--- config.mk ---
export PLATFORM = sky130hd
export DESIGN_NAME = rect_fill_engine_flat
export DESIGN_NICKNAME = d
export VERILOG_FILES = /design/src/rtl/vga_draw_pkg.sv /design/src/rtl/rect_fill_engine_if.sv /design/src/rtl/raster_counter.sv /design/src/rtl/rect_fill_engine.sv /design/src/flat_wrapper.sv
export SDC_FILE = /design/constraint.sdc
export NUM_CORES = 1
export LEC_CHECK = 0
export ABC_AREA = 1
export CAP_MARGIN = 20
export CORE_MARGIN = 1.5
export CORE_UTILIZATION = 45
export CTS_CLUSTER_SIZE = 28
export DETAILED_ROUTE_END_ITERATION = 16
export PLACE_DENSITY = 0.66
export SYNTH_ARGS = -nofsm -noshare
export SYNTH_HDL_FRONTEND = slang
export SYNTH_SLANG_ARGS = --single-unit
--- constraint.sdc ---
create_clock -name iClock -period 4.1 [get_ports iClock]
set_input_delay 0.82 -clock iClock [delete_from_list [all_inputs] [get_ports iClock]]
set_output_delay 0.82 -clock iClock [all_outputs]
set_load 0.01 [all_outputs]
--- src/rtl/vga_draw_pkg.sv ---
// Shared VGA drawing definitions: FSM state encodings, default screen size and
// coordinate/colour widths, used by rect_fill_engine and vgadisplay.
package vga_draw_pkg;

    localparam int unsigned XW = 8;
    localparam int unsigned YW = 7;
    localparam int unsigned CW = 3;

    localparam int unsigned XRES_DEFAULT = 160;
    localparam int unsigned YRES_DEFAULT = 120;

    typedef logic [XW-1:0] xcoord_t;
    typedef logic [YW-1:0] ycoord_t;
    typedef logic [CW-1:0] colour_t;

    typedef enum logic [1:0] {
        ST_IDLE   = 2'd0,
        ST_DRAW   = 2'd1,
        ST_FINISH = 2'd2
    } draw_state_e;

endpackage

--- src/rtl/rect_fill_engine_if.sv ---
// Command and pixel-write bus of rect_fill_engine.
// Defining OUTLINE_EN adds the iOutline command bit (border-only drawing).
interface rect_fill_engine_if;
    import vga_draw_pkg::*;

    logic    iStart;
    xcoord_t iX0;
    ycoord_t iY0;
    xcoord_t iW;
    ycoord_t iH;
    colour_t iColour;
`ifdef OUTLINE_EN
    logic    iOutline;
`endif

    xcoord_t oX;
    ycoord_t oY;
    colour_t oColour;
    logic    oPlot;
    logic    oBusy;
    logic    oDone;

    modport master (
`ifdef OUTLINE_EN
        output iOutline,
`endif
        output iStart, iX0, iY0, iW, iH, iColour,
        input  oX, oY, oColour, oPlot, oBusy, oDone
    );

    modport slave (
`ifdef OUTLINE_EN
        input  iOutline,
`endif
        input  iStart, iX0, iY0, iW, iH, iColour,
        output oX, oY, oColour, oPlot, oBusy, oDone
    );

endinterface

--- src/rtl/raster_counter.sv ---
// Nested x/y scan counter: x runs fastest, returns to x0 and steps y at row end.
// Publishes the next scan position so the owner can register it in the same cycle.
module raster_counter
    import vga_draw_pkg::*;
(
    input  logic    iClock,
    input  logic    iReset,
    input  logic    load_i,
    input  logic    en_i,
    input  xcoord_t x0_i,
    input  ycoord_t y0_i,
    input  xcoord_t x_last_i,
    input  ycoord_t y_last_i,
`ifdef OUTLINE_EN
    output logic    next_edge_o,
`endif
    output logic    last_o,
    output xcoord_t next_x_o,
    output ycoord_t next_y_o
);

    xcoord_t x_q, x_d, x0_q, xl_q;
    ycoord_t y_q, y_d, yl_q;
    logic    row_end;

    // NOTE: sequential state uses non-blocking assignments only, so every register
    // samples the values from before the edge regardless of statement order.
    always_ff @(posedge iClock) begin
        if (iReset) begin
            x_q  <= '0;
            y_q  <= '0;
            x0_q <= '0;
            xl_q <= '0;
            yl_q <= '0;
        end else begin
            x_q <= x_d;
            y_q <= y_d;
            if (load_i) begin
                x0_q <= x0_i;
                xl_q <= x_last_i;
                yl_q <= y_last_i;
            end
        end
    end

    // NOTE: every output of this block is assigned before any branch, so no latch
    // can be inferred when a path leaves a signal untouched.
    always_comb begin
        row_end  = (x_q == xl_q);
        last_o   = row_end && (y_q == yl_q);
        next_x_o = row_end ? x0_q : x_q + xcoord_t'(1);
        next_y_o = row_end ? y_q + ycoord_t'(1) : y_q;
        x_d      = x_q;
        y_d      = y_q;
        if (load_i) begin
            x_d = x0_i;
            y_d = y0_i;
        end else if (en_i) begin
            x_d = next_x_o;
            y_d = next_y_o;
        end
    end

`ifdef OUTLINE_EN
    ycoord_t y0_q;

    always_ff @(posedge iClock) begin
        if (iReset) begin
            y0_q <= '0;
        end else if (load_i) begin
            y0_q <= y0_i;
        end
    end

    assign next_edge_o = (next_x_o == x0_q) || (next_x_o == xl_q) ||
                         (next_y_o == y0_q) || (next_y_o == yl_q);
`endif

endmodule

--- src/rtl/rect_fill_engine.sv ---
// Rectangle rasteriser: one draw command in, one clipped pixel write per clock out,
// then a one-cycle oDone. Define OUTLINE_EN to add border-only drawing via iOutline.
module rect_fill_engine
    import vga_draw_pkg::*;
#(
    parameter int unsigned XRES = XRES_DEFAULT,
    parameter int unsigned YRES = YRES_DEFAULT
) (
    input logic               iClock,
    input logic               iReset,
    rect_fill_engine_if.slave bus
);

    localparam logic [XW:0] XRES_W = XRES[XW:0];
    localparam logic [YW:0] YRES_W = YRES[YW:0];

    draw_state_e state_q, state_d;
    xcoord_t     x_q, x_d;
    ycoord_t     y_q, y_d;
    colour_t     colour_q, colour_d;
    logic        plot_q, plot_d;

    logic [XW:0] x_room;
    logic [YW:0] y_room;
    xcoord_t     w_clip, x_last, next_x;
    ycoord_t     h_clip, y_last, next_y;
    logic        empty, cnt_load, cnt_en, last_pix;

    // Clip one bit wider than the coordinates so XRES-iX0 cannot wrap.
    always_comb begin
        x_room = XRES_W - {1'b0, bus.iX0};
        y_room = YRES_W - {1'b0, bus.iY0};
        w_clip = '0;
        h_clip = '0;
        if ({1'b0, bus.iX0} < XRES_W) begin
            w_clip = ({1'b0, bus.iW} < x_room) ? bus.iW : x_room[XW-1:0];
        end
        if ({1'b0, bus.iY0} < YRES_W) begin
            h_clip = ({1'b0, bus.iH} < y_room) ? bus.iH : y_room[YW-1:0];
        end
        empty = (w_clip == '0) || (h_clip == '0);
    end

    assign x_last = bus.iX0 + w_clip - xcoord_t'(1);
    assign y_last = bus.iY0 + h_clip - ycoord_t'(1);

`ifdef OUTLINE_EN
    logic outline_q, outline_d, next_edge;
`endif

    raster_counter u_raster (
        .iClock     (iClock),
        .iReset     (iReset),
        .load_i     (cnt_load),
        .en_i       (cnt_en),
        .x0_i       (bus.iX0),
        .y0_i       (bus.iY0),
        .x_last_i   (x_last),
        .y_last_i   (y_last),
`ifdef OUTLINE_EN
        .next_edge_o(next_edge),
`endif
        .last_o     (last_pix),
        .next_x_o   (next_x),
        .next_y_o   (next_y)
    );

    always_ff @(posedge iClock) begin
        if (iReset) begin
            state_q  <= ST_IDLE;
            x_q      <= '0;
            y_q      <= '0;
            colour_q <= '0;
            plot_q   <= 1'b0;
`ifdef OUTLINE_EN
            outline_q <= 1'b0;
`endif
        end else begin
            state_q  <= state_d;
            x_q      <= x_d;
            y_q      <= y_d;
            colour_q <= colour_d;
            plot_q   <= plot_d;
`ifdef OUTLINE_EN
            outline_q <= outline_d;
`endif
        end
    end

    // Output registers only move on plotted pixels, so they hold during skipped cycles.
    always_comb begin
        state_d  = state_q;
        x_d      = x_q;
        y_d      = y_q;
        colour_d = colour_q;
        plot_d   = 1'b0;
        cnt_load = 1'b0;
        cnt_en   = 1'b0;
`ifdef OUTLINE_EN
        outline_d = outline_q;
`endif
        unique case (state_q)
            ST_IDLE: begin
                if (bus.iStart) begin
                    if (empty) begin
                        state_d = ST_FINISH;
                    end else begin
                        state_d  = ST_DRAW;
                        cnt_load = 1'b1;
                        x_d      = bus.iX0;
                        y_d      = bus.iY0;
                        colour_d = bus.iColour;
                        plot_d   = 1'b1;
`ifdef OUTLINE_EN
                        outline_d = bus.iOutline;
`endif
                    end
                end
            end
            ST_DRAW: begin
                if (last_pix) begin
                    state_d = ST_FINISH;
                end else begin
                    cnt_en = 1'b1;
`ifdef OUTLINE_EN
                    plot_d = !outline_q || next_edge;
`else
                    plot_d = 1'b1;
`endif
                    if (plot_d) begin
                        x_d = next_x;
                        y_d = next_y;
                    end
                end
            end
            ST_FINISH: state_d = ST_IDLE;
            default:   state_d = ST_IDLE;
        endcase
    end

    assign bus.oX      = x_q;
    assign bus.oY      = y_q;
    assign bus.oColour = colour_q;
    assign bus.oPlot   = plot_q;
    assign bus.oBusy   = (state_q != ST_IDLE);
    assign bus.oDone   = (state_q == ST_FINISH);

endmodule
--- src/flat_wrapper.sv ---
// flat-port wrapper written by rule: the top's interface ports become plain ports
module rect_fill_engine_flat import vga_draw_pkg::*;
#(
    parameter int unsigned XRES = XRES_DEFAULT,
    parameter int unsigned YRES = YRES_DEFAULT
)
  (iClock, iReset, bus_iStart, bus_iX0, bus_iY0, bus_iW, bus_iH, bus_iColour, bus_oX, bus_oY, bus_oColour, bus_oPlot, bus_oBusy, bus_oDone);
  rect_fill_engine_if bus_i ();
  input logic iClock;
  input logic iReset;
  input wire logic [$bits(bus_i.iStart)-1:0] bus_iStart;
  input wire logic [$bits(bus_i.iX0)-1:0] bus_iX0;
  input wire logic [$bits(bus_i.iY0)-1:0] bus_iY0;
  input wire logic [$bits(bus_i.iW)-1:0] bus_iW;
  input wire logic [$bits(bus_i.iH)-1:0] bus_iH;
  input wire logic [$bits(bus_i.iColour)-1:0] bus_iColour;
  output wire logic [$bits(bus_i.oX)-1:0] bus_oX;
  output wire logic [$bits(bus_i.oY)-1:0] bus_oY;
  output wire logic [$bits(bus_i.oColour)-1:0] bus_oColour;
  output wire logic [$bits(bus_i.oPlot)-1:0] bus_oPlot;
  output wire logic [$bits(bus_i.oBusy)-1:0] bus_oBusy;
  output wire logic [$bits(bus_i.oDone)-1:0] bus_oDone;
  assign bus_i.iStart = bus_iStart;
  assign bus_i.iX0 = bus_iX0;
  assign bus_i.iY0 = bus_iY0;
  assign bus_i.iW = bus_iW;
  assign bus_i.iH = bus_iH;
  assign bus_i.iColour = bus_iColour;
  assign bus_oX = bus_i.oX;
  assign bus_oY = bus_i.oY;
  assign bus_oColour = bus_i.oColour;
  assign bus_oPlot = bus_i.oPlot;
  assign bus_oBusy = bus_i.oBusy;
  assign bus_oDone = bus_i.oDone;
  rect_fill_engine #(.XRES(XRES), .YRES(YRES)) u_core (.iClock(iClock), .iReset(iReset), .bus(bus_i));
endmodule
After elaboration in Yosys (flattened, before gate mapping). Cells that the tools add are included. W data, S select, Z words.

Register bits after elaboration: 59. Bits of input ports: 36. Output and inout bits: 21. Word-level logic and storage cells: 70.

Add/subtract/negate cells: 8. Magnitude comparators: 4. Eq/ne operators: 8. Multiplexer cells: 28. Bitwise operators: 1. Reductions and logical operators: 11.

Operators by type and width (number): $mux W8 (8); $mux W7 (8); $pmux W8 S2 (1); $pmux W7 S2 (1); $lt A8 B9 Y1 (1); $sub A8 B8 Y9 const A (1); $add A8 B1 Y8 const B (1); $add A8 B8 Y8 (1); $eq A8 B8 Y1 (1); $logic_not A8 Y1 (1); $lt A7 B8 Y1 (1); $lt A8 B8 Y1 const B (1); $sub A7 B7 Y8 const A (1); $sub A8 B1 Y8 const B (1); $add A7 B1 Y7 const B (1); $add A7 B7 Y7 (1); $eq A7 B7 Y1 (1); $logic_not A7 Y1 (1); $lt A7 B7 Y1 const B (1); $sub A7 B1 Y7 const B (1); $mux W2 (3); $ne A2 B2 Y1 const B (3); $reduce_bool A2 Y1 (3); $mux W1 (5); 12 further kinds (12).

Depth between registers and ports, before layout.
Depth in word-level cells: 10. Depth in mapped cells: 29. Depth with buffers taken out: 29.

Modules after synthesis. From an unflattened synthesis, not the netlist that was laid out.

Cell total of the unflattened synthesis: 736. Area, all modules: 4820.9 sq um.

Modules (own cells, without submodules): rect_fill_engine (instances 1, cells an instance 434, area an instance 2728.9 sq um, sequential area each 420.4 sq um); raster_counter (instances 1, cells an instance 302, area an instance 2092.0 sq um, sequential area each 760.7 sq um).

Worst setup path before layout. No wires, ideal clock.

Path type: in2reg. Start: input bus_iX0[0]. End: register u_core.u_raster.xl_q[7]. Library setup time: 0.115 ns. Data arrival time: 4.216 ns. Required time: 3.985 ns. Setup slack: -0.230 ns. Stages: 26. Path buffers: 0. Cell sequence: inv_2 > ha_1 > nand3_1 > nor2_1 > inv_1 > nand3_1 > nand2_1 > ha_1 > a21o_1 > a21oi_1 > nand2_1 > nand3_1 > nand3_1 > ha_1 > inv_1 > ha_1 > fa_1 > nand3_1 > nand2_1 > nand2_1 > nand2_1 > a21oi_1 > xor2_1 > xnor2_1 > o21ai_0 > and2_1.

Cells in the longest elaborated chain, start to end: 9. Elaborated cells on any way between the ends: 12. Those cells by class: add/sub (3); order compare (2); mux (5); reduce/logical (2).

RTL lines: from (decl) (line flat_wrapper.sv:12) `input wire logic [$bits(bus_i.iX0)-1:0] bus_iX0;`; branches (longest 9 deep; another with $sub A8 B8 Y9); to (signal assigned) (line raster_counter.sv:40) `xl_q <= x_last_i;`; to (decl) (line raster_counter.sv:22) `xcoord_t x_q, x_d, x0_q, xl_q;`.

Parallel ways; which one is timed is not known. A chain may end at the register's enable or synchronous reset.

Worst setup path in the final report. Same ends and word-level chain as after synthesis.

==> metrics <==
Hold Path End u_core.u_raster.x0_q[3]; Max Freq 250 MHz; WP buf/inv 5; VDD IR-drop max 0.173 mV; hold path depth 2; post-detail-place hpwl 9.17 mm; Worst Skew 0.00532 ns; met1 usage 32.3%; Slew Viols, Final 0; hold crit path type reg2reg; power per cell area 390 nW/µm²; Post-Route WL 12.5 mm; Clock Path Buffers 2; grt met2 use 38.9%; DRC viols 0; Comb pwr share 50.0%; Num Clock Sinks 59; Die Y 103 µm; row count 36; Worst Setup Path Type in2reg; Layout area overhead 45.2%; Synth Register Bits 59; gr busiest metal met2; Max Cap Viol 0; FF-to-FF setup slack 1.71 ns; Final ANT Viol Nets 0; R2R cell count 11; CP startpoint kind primary input; DRT Pass-1 Iters 5; Worst setup EP type register; worst reg2reg endpoint u_core.u_raster.x_q[3]; initial antenna violation count 0; TritonCTS clock tree yes; Worst path max stage delay 0.36 ns; sequential share of power 29.2%; Die ar. 10,600 µm²; Switch Pwr 952 µW; Min Hold Slack 0.466 ns; FF-to-FF Start u_core.u_raster.x_q[0]; Final WS setup 0.103 ns; Gate Count Post-Synth 637; chip width 103 µm; Synth Warn # 0; Tot Pwr 2.54 mW; vias in the first global route 4,369; crit-path max FO 6; worst slack, placed -0.721 ns; Starting Density 46.2%; Net Sw Frac 37.4%; # diodes 0; FILL cells 846; GR Layer Usage met3 3.59%; final setup fails 0; RSZ-0062 raised after global routing true; library cells used by synthesis 37; CP dominant cell by count nand2_1; CTS buffer count 9; clock-pin transition on the worst setup and hold timing paths 0.06 ns; total gr overflow 0; hold wc startpoint u_core.u_raster.x0_q[3]; clock power share 20.8%; All-Layer GR Usage 23.9%; arrival time at the worst endpoint 4.24 ns; routed length per instance 13.7 µm; PortBufs 56; CP required 4.34 ns; global-route wire length before repair 20.0 mm; fin nets 853; clk_lat worst skew 0.35 ns; Initial DRC Count 252; placer congestion estimate 0.905; Ports 57; status completed; post-route setup TNS 0 ns; CTS root buf clkbuf_8; vias 4,676; post-layout minimum cycle time 4.00 ns; internal power 1.59 mW; final count of hold timing violations 0; fin crit share 97.5%; Rel. slew slack 47.6%; H-tree Lvls 3; syn nets 716; core area 9730 µm²; Final Util 67.1%; largest net degree at the start of global routing 38; Critical Path Slowest Stage Cell fa_2; synthesized cell area 4490 µm²; layout cells sized above 1 29.8%; register area share after synthesis 26.3%; kind of cell adding the most delay to the critical path simple AND/OR/NAND/NOR gates; static leakage 2.97 nW; syn_area_per_cell 7.05 µm²; Vias per Instance 5.13; Worst-Margin Slew 0.785 ns
layout make-up:
class / instances / area [µm²] / share of cell area (%)
Timing Repair Buffer: 153 / 1330 / 20.4
Clock buffer: 13 / 159 / 2.44
Clock inverter: 2 / 35.0 / 0.537
Inverter: 83 / 322 / 4.93
Sequential cell: 59 / 1180 / 18.1
Tap cell: 133 / 166 / 2.55
Multi-Input combinational cell: 468 / 3330 / 51.0
sequential cells by signal, indices dropped and copies added (netlist names):
register and count:
u_core.bus.oColour 3, u_core.bus.oPlot 1, u_core.bus.oX 8, u_core.bus.oY 7
u_core.state_q 2, u_core.u_raster.x0_q 8, u_core.u_raster.x_q 8, u_core.u_raster.xl_q 8
u_core.u_raster.y_q 7, u_core.u_raster.yl_q 7
cells in the final DEF, fill, tap and decap left out, types with 4 or more instances in the layout:
master           count
a21oi_1             42
a21oi_2             25
and2_1               4
buf_4               91
buf_6                6
clkbuf_8            11
clkdlybuf4s50_1     44
dfxtp_1             59
dlymetal6s2s_1       4
ha_1                24
ha_4                15
inv_1               71
inv_2                9
nand2_1            116
nand2_2             20
nand2_4              6
nand3_1             77
nand3_2             13
nand3_4              5
nand3b_1             4
nand4_1              8
nor2_1              13
nor3_1               4
o21ai_0             23
o21ai_1              4
xnor2_1              6
xor2_1              30
how the worst max path moves through the flow:
stage,startpoint,endpoint,slack (ns),depth (start not counted)
2_1_floorplan,bus_iX0[0],u_core.u_raster.xl_q[7],0.009,26
5_1_grt,bus_iX0[0],u_core.u_raster.xl_q[6],-0.17,27
4_1_cts,bus_iX0[0],u_core.u_raster.xl_q[7],-0.004,27
3_5_place_dp,bus_iX0[1],u_core.u_raster.xl_q[7],-0.72,27
6_report,bus_iX0[0],u_core.u_raster.xl_q[7],0.10,27
3_3_place_gp,bus_iX0[1],u_core.u_raster.xl_q[7],-0.59,27
layer usage:
metal | wire length [µm] | vias to the layer above
met1 | 5790 | 2183
met5 | 0 | -
met2 | 6040 | 113
met3 | 529 | 12
met4 | 143 | 0
li1 | - | 2368
power groups by stage:
stage | sequential (mW) | combinational, mW | clock, mW
5_1_grt | 0.754 | 1.42 | 0.564
2_1_floorplan | 0.745 | 0.709 | 0
4_1_cts | 0.742 | 1.16 | 0.543
3_3_place_gp | 0.750 | 1.09 | 0
6_report | 0.743 | 1.27 | 0.529
3_5_place_dp | 0.753 | 1.12 | 0
logic make-up after synthesis:
group / synth area share [%]
AND/OR/NAND/NOR: 29.6
buffers and inverters: 9.75
AO/OA/AOI/OAI: 13.5
flip-flops: 26.3
adder cells (fa/ha/maj): 12.3
XOR/XNOR: 7.60
multiplexers: 0.919
through the flow:
stage,instances,area [µm²]
detailed placement,888,5840
global route,911,6520
CTS,905,6150
floorplan,637,4550
global placement,888,5840
finish,911,6520
timing repair:
| item | CTS | global route |
|---|---|---|
| hold buffers | 0 | 0 |
| gates resized for setup | 29 | 83 |
| setup buffers | 2 | 6 |
| pin swaps | 19 | 45 |
| endpoints found under the setup margin | 7 | 7 |
cells in the mapped netlist (all sizes together):
library cell | count | share of area [%]
mux2i | 3 | 0.67
nor2 | 16 | 1.5
and3 | 1 | 0.14
nand4 | 8 | 1.1
a31oi | 1 | 0.14
o31ai | 1 | 0.17
mux2 | 1 | 0.25
a21boi | 1 | 0.42
buf | 12 | 1.6
inv | 83 | 6.9
or2 | 2 | 0.28
nand3 | 95 | 11
nor4 | 2 | 0.28
nor3 | 5 | 0.67
clkbuf | 15 | 1.3
o21ai | 28 | 3.4
o21bai | 1 | 0.17
nand2 | 144 | 13
dfxtp | 59 | 26
xnor2 | 6 | 1.2
nand3b | 4 | 0.67
ha | 41 | 11
fa | 2 | 0.89
a21oi | 68 | 9.1
a21o | 1 | 0.17
xor2 | 33 | 6.4
and2 | 4 | 0.56
worst min-delay path: cells and delay by family, from the launching register on:
family | cells | cell delay (ns)
flip-flops | 1 | 0.31
AND/OR/NAND/NOR | 1 | 0.06
AO/OA/AOI/OAI | 1 | 0.06
Power figures use the tool's default switching activity.
